==> config.mk <==
export PLATFORM = sky130hd
export DESIGN_NAME = wm_timer
export DESIGN_NICKNAME = d
export VERILOG_FILES = /design/src/rtl/wm_pkg.sv /design/src/rtl/wm_timer.sv
export SDC_FILE = /design/constraint.sdc
export NUM_CORES = 1
export LEC_CHECK = 0
export ABC_AREA = 1
export BUFFER_PORTS_ARGS = -buffer_cell sky130_fd_sc_hd__buf_2
export CAP_MARGIN = 20
export CELL_PAD_IN_SITES_DETAIL_PLACEMENT = 2
export CELL_PAD_IN_SITES_GLOBAL_PLACEMENT = 2
export CORE_AREA = 3 3 66 68
export CTS_CLUSTER_DIAMETER = 100
export DETAILED_ROUTE_END_ITERATION = 8
export DIE_AREA = 0 0 69 71
export PLACE_DENSITY = 0.7
export REMOVE_ABC_BUFFERS = 1
export SKIP_LAST_GASP = 1
export SLEW_MARGIN = 20
export SYNTH_ARGS = -nofsm -noshare
export SYNTH_HDL_FRONTEND = slang
export SYNTH_SLANG_ARGS = --single-unit
==> constraint.sdc <==
create_clock -name clk -period 1.3 [get_ports clk]
set_input_delay 0.195 -clock clk [delete_from_list [all_inputs] [get_ports clk]]
set_output_delay 0.195 -clock clk [all_outputs]
set_load 0.03 [all_outputs]
==> src/rtl/wm_pkg.sv <==
// Shared types and default constants for the washing-machine plant model.
package wm_pkg;

    typedef enum logic [1:0] {
        STOP    = 2'd0,
        AGITATE = 2'd1,
        SPIN    = 2'd2
    } drum_t;

    typedef enum logic [1:0] {
        D_IDLE   = 2'd0,
        D_DOSING = 2'd1,
        D_DONE   = 2'd2
    } disp_t;

    localparam int FILL_LEVEL_DEF  = 8;
    localparam int DET_CYCLES_DEF  = 4;
    localparam int WASH_CYCLES_DEF = 16;
    localparam int SPIN_CYCLES_DEF = 12;
    localparam int TIMER_W_DEF     = 16;

endpackage

==> src/rtl/wm_timer.sv <==
// Saturating up-counter with enable, synchronous clear and terminal-count flag.
module wm_timer
    import wm_pkg::*;
#(
    parameter int MAX = DET_CYCLES_DEF,
    parameter int W   = TIMER_W_DEF
) (
    input  logic clk,
    input  logic rst,
    input  logic en,
    input  logic clr,
    output logic tc
);

    localparam logic [W-1:0] MAX_C = W'(MAX);

    logic [W-1:0] count;

    // Count while enabled, hold at MAX, clear has priority over enable.
    always_ff @(posedge clk) begin
        if (rst || clr) begin
            count <= '0;
        end else if (en && (count != MAX_C)) begin
            count <= count + 1'b1;
        end
    end

    assign tc = (count == MAX_C);

endmodule

Yosys cells after proc, flatten, opt, wreduce, memory -nomap -nowiden
Cells that the tools add are included.
{"block": "totals", "register_bits": 16, "in_bits": 4, "wordCells": 6}
{"block": "classes", "add_sub_neg": 1, "eq_ne": 2, "n_reduce_logical": 2}
{"op": "adder 16 x 1 -> 16 bit (second input constant)", "count": 1}
{"op": "== test 16 x 3 -> 1 bit (second input constant)", "count": 1}
{"op": "!= test 16 x 3 -> 1 bit (second input constant)", "count": 1}
{"op": "logical AND 1 bit", "count": 1}
{"op": "logical OR 1 bit", "count": 1}

Longest topological paths before layout
{"block": "depth", "depth_word": 2, "depth_mapped": 10}

Least setup slack after synthesis
OpenSTA, ideal clock, no wires.
{"block": "synth_timing", "path_type": "register -> output", "start": "register count[0]", "end": "output port tc", "t_arrival_ps": 1630, "required_ps": 1105, "slack_ps": -525, "stages_incl_launch_ff": 5, "n_path_buf": 0, "cell_sequence": "dfxtp_1 -> inv_1 -> ha_1 -> nand3_1 -> nor4_1"}
{"block": "synth_via", "elab_chain_len": 1}
{"item": "from (decl)", "line_no": "wm_timer.sv:17", "source": "logic [W-1:0] count;"}
{"item": "from (signal assigned)", "line_no": "wm_timer.sv:24", "source": "count <= count + 1'b1;"}
{"item": "== test 16 x 3 -> 1 bit", "line_no": "wm_timer.sv:28", "source": "assign tc = (count == MAX_C);"}
{"item": "to (decl)", "line_no": "wm_timer.sv:12", "source": "output logic tc"}
Every way passes these cells.

Final worst setup path
{"block": "layout_timing", "start": "register count[4]", "end": "output port tc"}
The elaborated chain is that of the path after synthesis.

==> impl_metrics.json <==
{
  "initial_antenna_violation_count": 0,
  "report.power.total_mw": 1.031,
  "power_leakage_nw": 0.7259,
  "relSlewSlack_pct": 71.84,
  "htree_num_levels": 1,
  "finalSetupViolations": 17,
  "pwr-share-seq_pct": 47.4,
  "vias_in_the_first_global_route": 1523,
  "grt-ovfl-total": 0,
  "power_density_mw_per_mm2": 602.9,
  "worst_hold_path_type": "input pin to register",
  "synthesis.yosys.warnings": 0,
  "met3_length_um": 243,
  "crit_cells": 4,
  "number_of_slew_limit_violations_in_the_final_report": 0,
  "largest-register": "count",
  "start_util_pct": 28.20,
  "ctsRootBufferMaster": "sky130_fd_sc_hd__clkbuf_8",
  "clkLatencyLatePin_ps": 260,
  "finalHoldWorstSlack_ps": 378.7,
  "switching_fraction_pct": 27.85,
  "synth_area_mm2": 0.001104,
  "tritoncts.num_buffers": 3,
  "final_period_minus_worst_setup_slack_ps": 1638,
  "grt_pass1_wl_mm": 8.535,
  "ioPinCount": 5,
  "worstPathMaxFanout": 4,
  "max_freq_ghz": 0.6105,
  "layout_overhead_on_the_synthesized_area_pct": 54.99,
  "slowest_delay_ps": 360,
  "die_h_um": 71,
  "worstSetupStartpointType": "register",
  "crit_arrival_ps": 1440,
  "die_area_mm2": 0.004899,
  "ff2ff_path_depth": 10,
  "timing.max_cap.violations": 0,
  "crit_type": "register to primary output",
  "clock-skew-final_ps": 7.719,
  "slowest_stage": "sky130_fd_sc_hd__dfxtp_2",
  "first_iter_violations": 60,
  "routed.top_layer": "met4",
  "largest_register_ffs": 16,
  "synth.avg_cell_area_um2": 6.097,
  "placementRows": 23,
  "cp_top_family": "simple AND/OR/NAND/NOR gates",
  "finalHoldViolations": 0,
  "gp_congestion": 0.8258,
  "cp_num_buf_inv": 1,
  "n_antenna_cell": 0,
  "worst_setup_hold_path_clk_slew_ps": 80,
  "hpwlAfterDp_mm": 3.220,
  "rr_startpoint": "count[1]",
  "final_worst_path_cycle_share_pct": 126.0,
  "cts_tree": "done",
  "worstSetupEndpointType": "primary output",
  "crit_chain": "nor2_4 -> nand3_1 -> nor4_2 -> buf_4",
  "rsz_0062_raised_after_global_routing": "yes",
  "power.net_switching_mw": 0.2871,
  "grt_start_max_net_pins": 13,
  "worst_setup_margin_ps": -337.9,
  "ys_ff_latch": 16,
  "wl_met2_mm": 3.133,
  "width_of_the_die_um": 69,
  "status": "finished, violations left",
  "clock_power_share_pct": 40.8,
  "worstSetupEndpoint": "tc",
  "drt-met1-wl_mm": 2.403,
  "core_area_mm2": 0.003914,
  "worstMarginPinSlew_ps": 421.9,
  "number_of_buffers_inserted_by_port_buffering": 4,
  "reg_top3": "count (16)",
  "fin_setup_tns_ps": -3526,
  "worst_case_register_to_register_setup_slack_ps": -290,
  "detail_route.wirelength_mm": 6.094,
  "synthDistinctLibCells": 20,
  "cts_buffer_depth": 2,
  "holdBufCountCts": 0,
  "antenna_left": 0,
  "gr-usage-all-layers_pct": 22.42,
  "failed_checks": "negative setup slack",
  "layout.filler_cells": 484,
  "routed-via-count": 1419,
  "number_of_vias_per_cell": 5.256,
  "startpoint": "count[4]",
  "synth-seq-area-share_pct": 29.02,
  "final_nets": 228,
  "syn_inst": 181,
  "layout_cell_share_with_drive_strength_beyond_1_pct": 47.73,
  "worst_flop_to_flop_path_endpoint": "count[12]",
  "timing.critical_path.required_ps": 1110,
  "detail_route.first_pass.iterations": 4,
  "drt_drc_violations_left": 0,
  "clkSinkCount": 16,
  "p_int_mw": 0.7440,
  "detail_route.wl_per_cell_um": 22.57,
  "vdd_ir_drop_max_uv": 482.6,
  "power.combinational.fraction_pct": 11.8
}
==> worst register-to-register path, delay by kind of cell, from the launching register on <==
kind | cells | cell delay, ps
adders and majority gates | 1 | 160
buffers and inverters | 3 | 330
DFF | 1 | 360
and+or+nand+nor | 6 | 620
==> cells in the final DEF (no fill, tap or decap) <==
cell	synthesis	routed
sky130_fd_sc_hd__a21oi_1	7	3
sky130_fd_sc_hd__a21oi_2	0	4
sky130_fd_sc_hd__buf_12	0	2
sky130_fd_sc_hd__buf_2	0	3
sky130_fd_sc_hd__buf_4	1	31
sky130_fd_sc_hd__buf_6	3	4
sky130_fd_sc_hd__clkbuf_8	0	3
sky130_fd_sc_hd__dfxtp_1	16	1
sky130_fd_sc_hd__dfxtp_2	0	11
sky130_fd_sc_hd__dfxtp_4	0	4
sky130_fd_sc_hd__ha_4	0	2
sky130_fd_sc_hd__inv_1	24	19
sky130_fd_sc_hd__inv_2	1	6
sky130_fd_sc_hd__inv_6	0	1
sky130_fd_sc_hd__nand2_1	49	42
sky130_fd_sc_hd__nand2_2	2	6
sky130_fd_sc_hd__nand2_4	1	3
sky130_fd_sc_hd__nand2_8	0	1
sky130_fd_sc_hd__nand3_1	12	8
sky130_fd_sc_hd__nand3_2	0	4
sky130_fd_sc_hd__nand4_1	9	9
sky130_fd_sc_hd__nor2_1	38	24
sky130_fd_sc_hd__nor2_2	3	10
sky130_fd_sc_hd__nor2_4	2	9
sky130_fd_sc_hd__nor3b_1	1	1
sky130_fd_sc_hd__nor4_2	0	1
sky130_fd_sc_hd__o21ai_1	2	2
sky130_fd_sc_hd__xor2_1	6	6
==> kinds of logic (layout without fill, tap and decap cells) <==
group	after synthesis	in the layout	share of synthesized area, %
xor gates and xnor gates	6	6	4.762
adders and majority gates	2	2	2.267
and+or+nand+nor	118	118	47.28
buffers and inverters	30	69	12.58
AOI/OAI and AO/OA	9	9	4.081
DFF	16	16	29.03
==> metal layers <==
metal	up-vias	track usage [%]
li1	640	-
met1	712	25.26
met2	43	43.43
met3	24	3.551
met4	0	5.857
met5	-	0
==> Yosys cell counts <==
master	count	area, um^2
sky130_fd_sc_hd__nand2_1	49	183.9
sky130_fd_sc_hd__nor2_4	2	22.52
sky130_fd_sc_hd__clkbuf_1	1	3.750
sky130_fd_sc_hd__o21ai_1	2	10.01
sky130_fd_sc_hd__a21oi_1	7	35.03
sky130_fd_sc_hd__dfxtp_1	16	320.3
sky130_fd_sc_hd__nor2_2	3	18.77
sky130_fd_sc_hd__inv_1	24	90.09
sky130_fd_sc_hd__nand2_4	1	11.26
sky130_fd_sc_hd__nor3b_1	1	7.510
sky130_fd_sc_hd__nand3_1	12	60.06
sky130_fd_sc_hd__inv_2	1	3.750
sky130_fd_sc_hd__xor2_1	6	52.55
sky130_fd_sc_hd__ha_1	2	25.02
sky130_fd_sc_hd__buf_4	1	7.510
sky130_fd_sc_hd__nor4_1	1	6.260
sky130_fd_sc_hd__nand4_1	9	56.30
sky130_fd_sc_hd__nand2_2	2	12.51
sky130_fd_sc_hd__buf_6	3	33.78
sky130_fd_sc_hd__nor2_1	38	142.6
==> area by class of cell <==
cell class                      instances  area, um^2  area share, %
Inverter                               25       98.84          5.779
Timing Repair Buffer                   40       332.8          19.46
Multi-Input combinational cell        135       822.0          48.06
Timing Repair inverter                  1       3.754         0.2195
Tap cell                               50       62.56          3.658
Clock buffer                            3       41.29          2.414
Sequential cell                        16       349.1          20.41
==> power groups by stage <==
stage	logic [mW]	clock network [mW]	registers (mW)
final	0.121	0.421	0.489
after global routing	0.128	0.430	0.490
after CTS	0.0924	0.416	0.489
after detailed placement	0.0686	0	0.507
after global placement	0.0641	0	0.506
after floorplan	0.0275	0	0.506
==> worst min-delay path by stage <==
stage / to / cells after the start / start
after detailed placement: count[3] / 2 / count[3]
after global placement: count[3] / 2 / count[3]
final: count[13] / 5 / clr
after floorplan: count[15] / 3 / en
after CTS: count[9] / 5 / rst
after global routing: count[14] / 5 / clr
==> what timing repair did <==
| action | 4_1_cts | 5_1_grt |
|---|---|---|
| buffers inserted | 9 | 6 |
| endpoints found under the setup margin | 17 | 17 |
| pin swaps | 11 | 16 |
| cloned | 1 | 0 |
| resized for setup | 50 | 27 |
==> through the flow <==
step                      cells  setup WS (ps)  area [um^2]  util, %
after CTS                   265         -188.8         1583    40.44
after detailed placement    252         -211.2         1319    33.70
after floorplan             176         -525.2         1059        -
after global routing        270         -340.7         1710    43.70
final                       270         -337.9         1710    43.70
after global placement      252         -97.79         1319    33.70
Note: power is estimated with default switching activity, not from simulation.
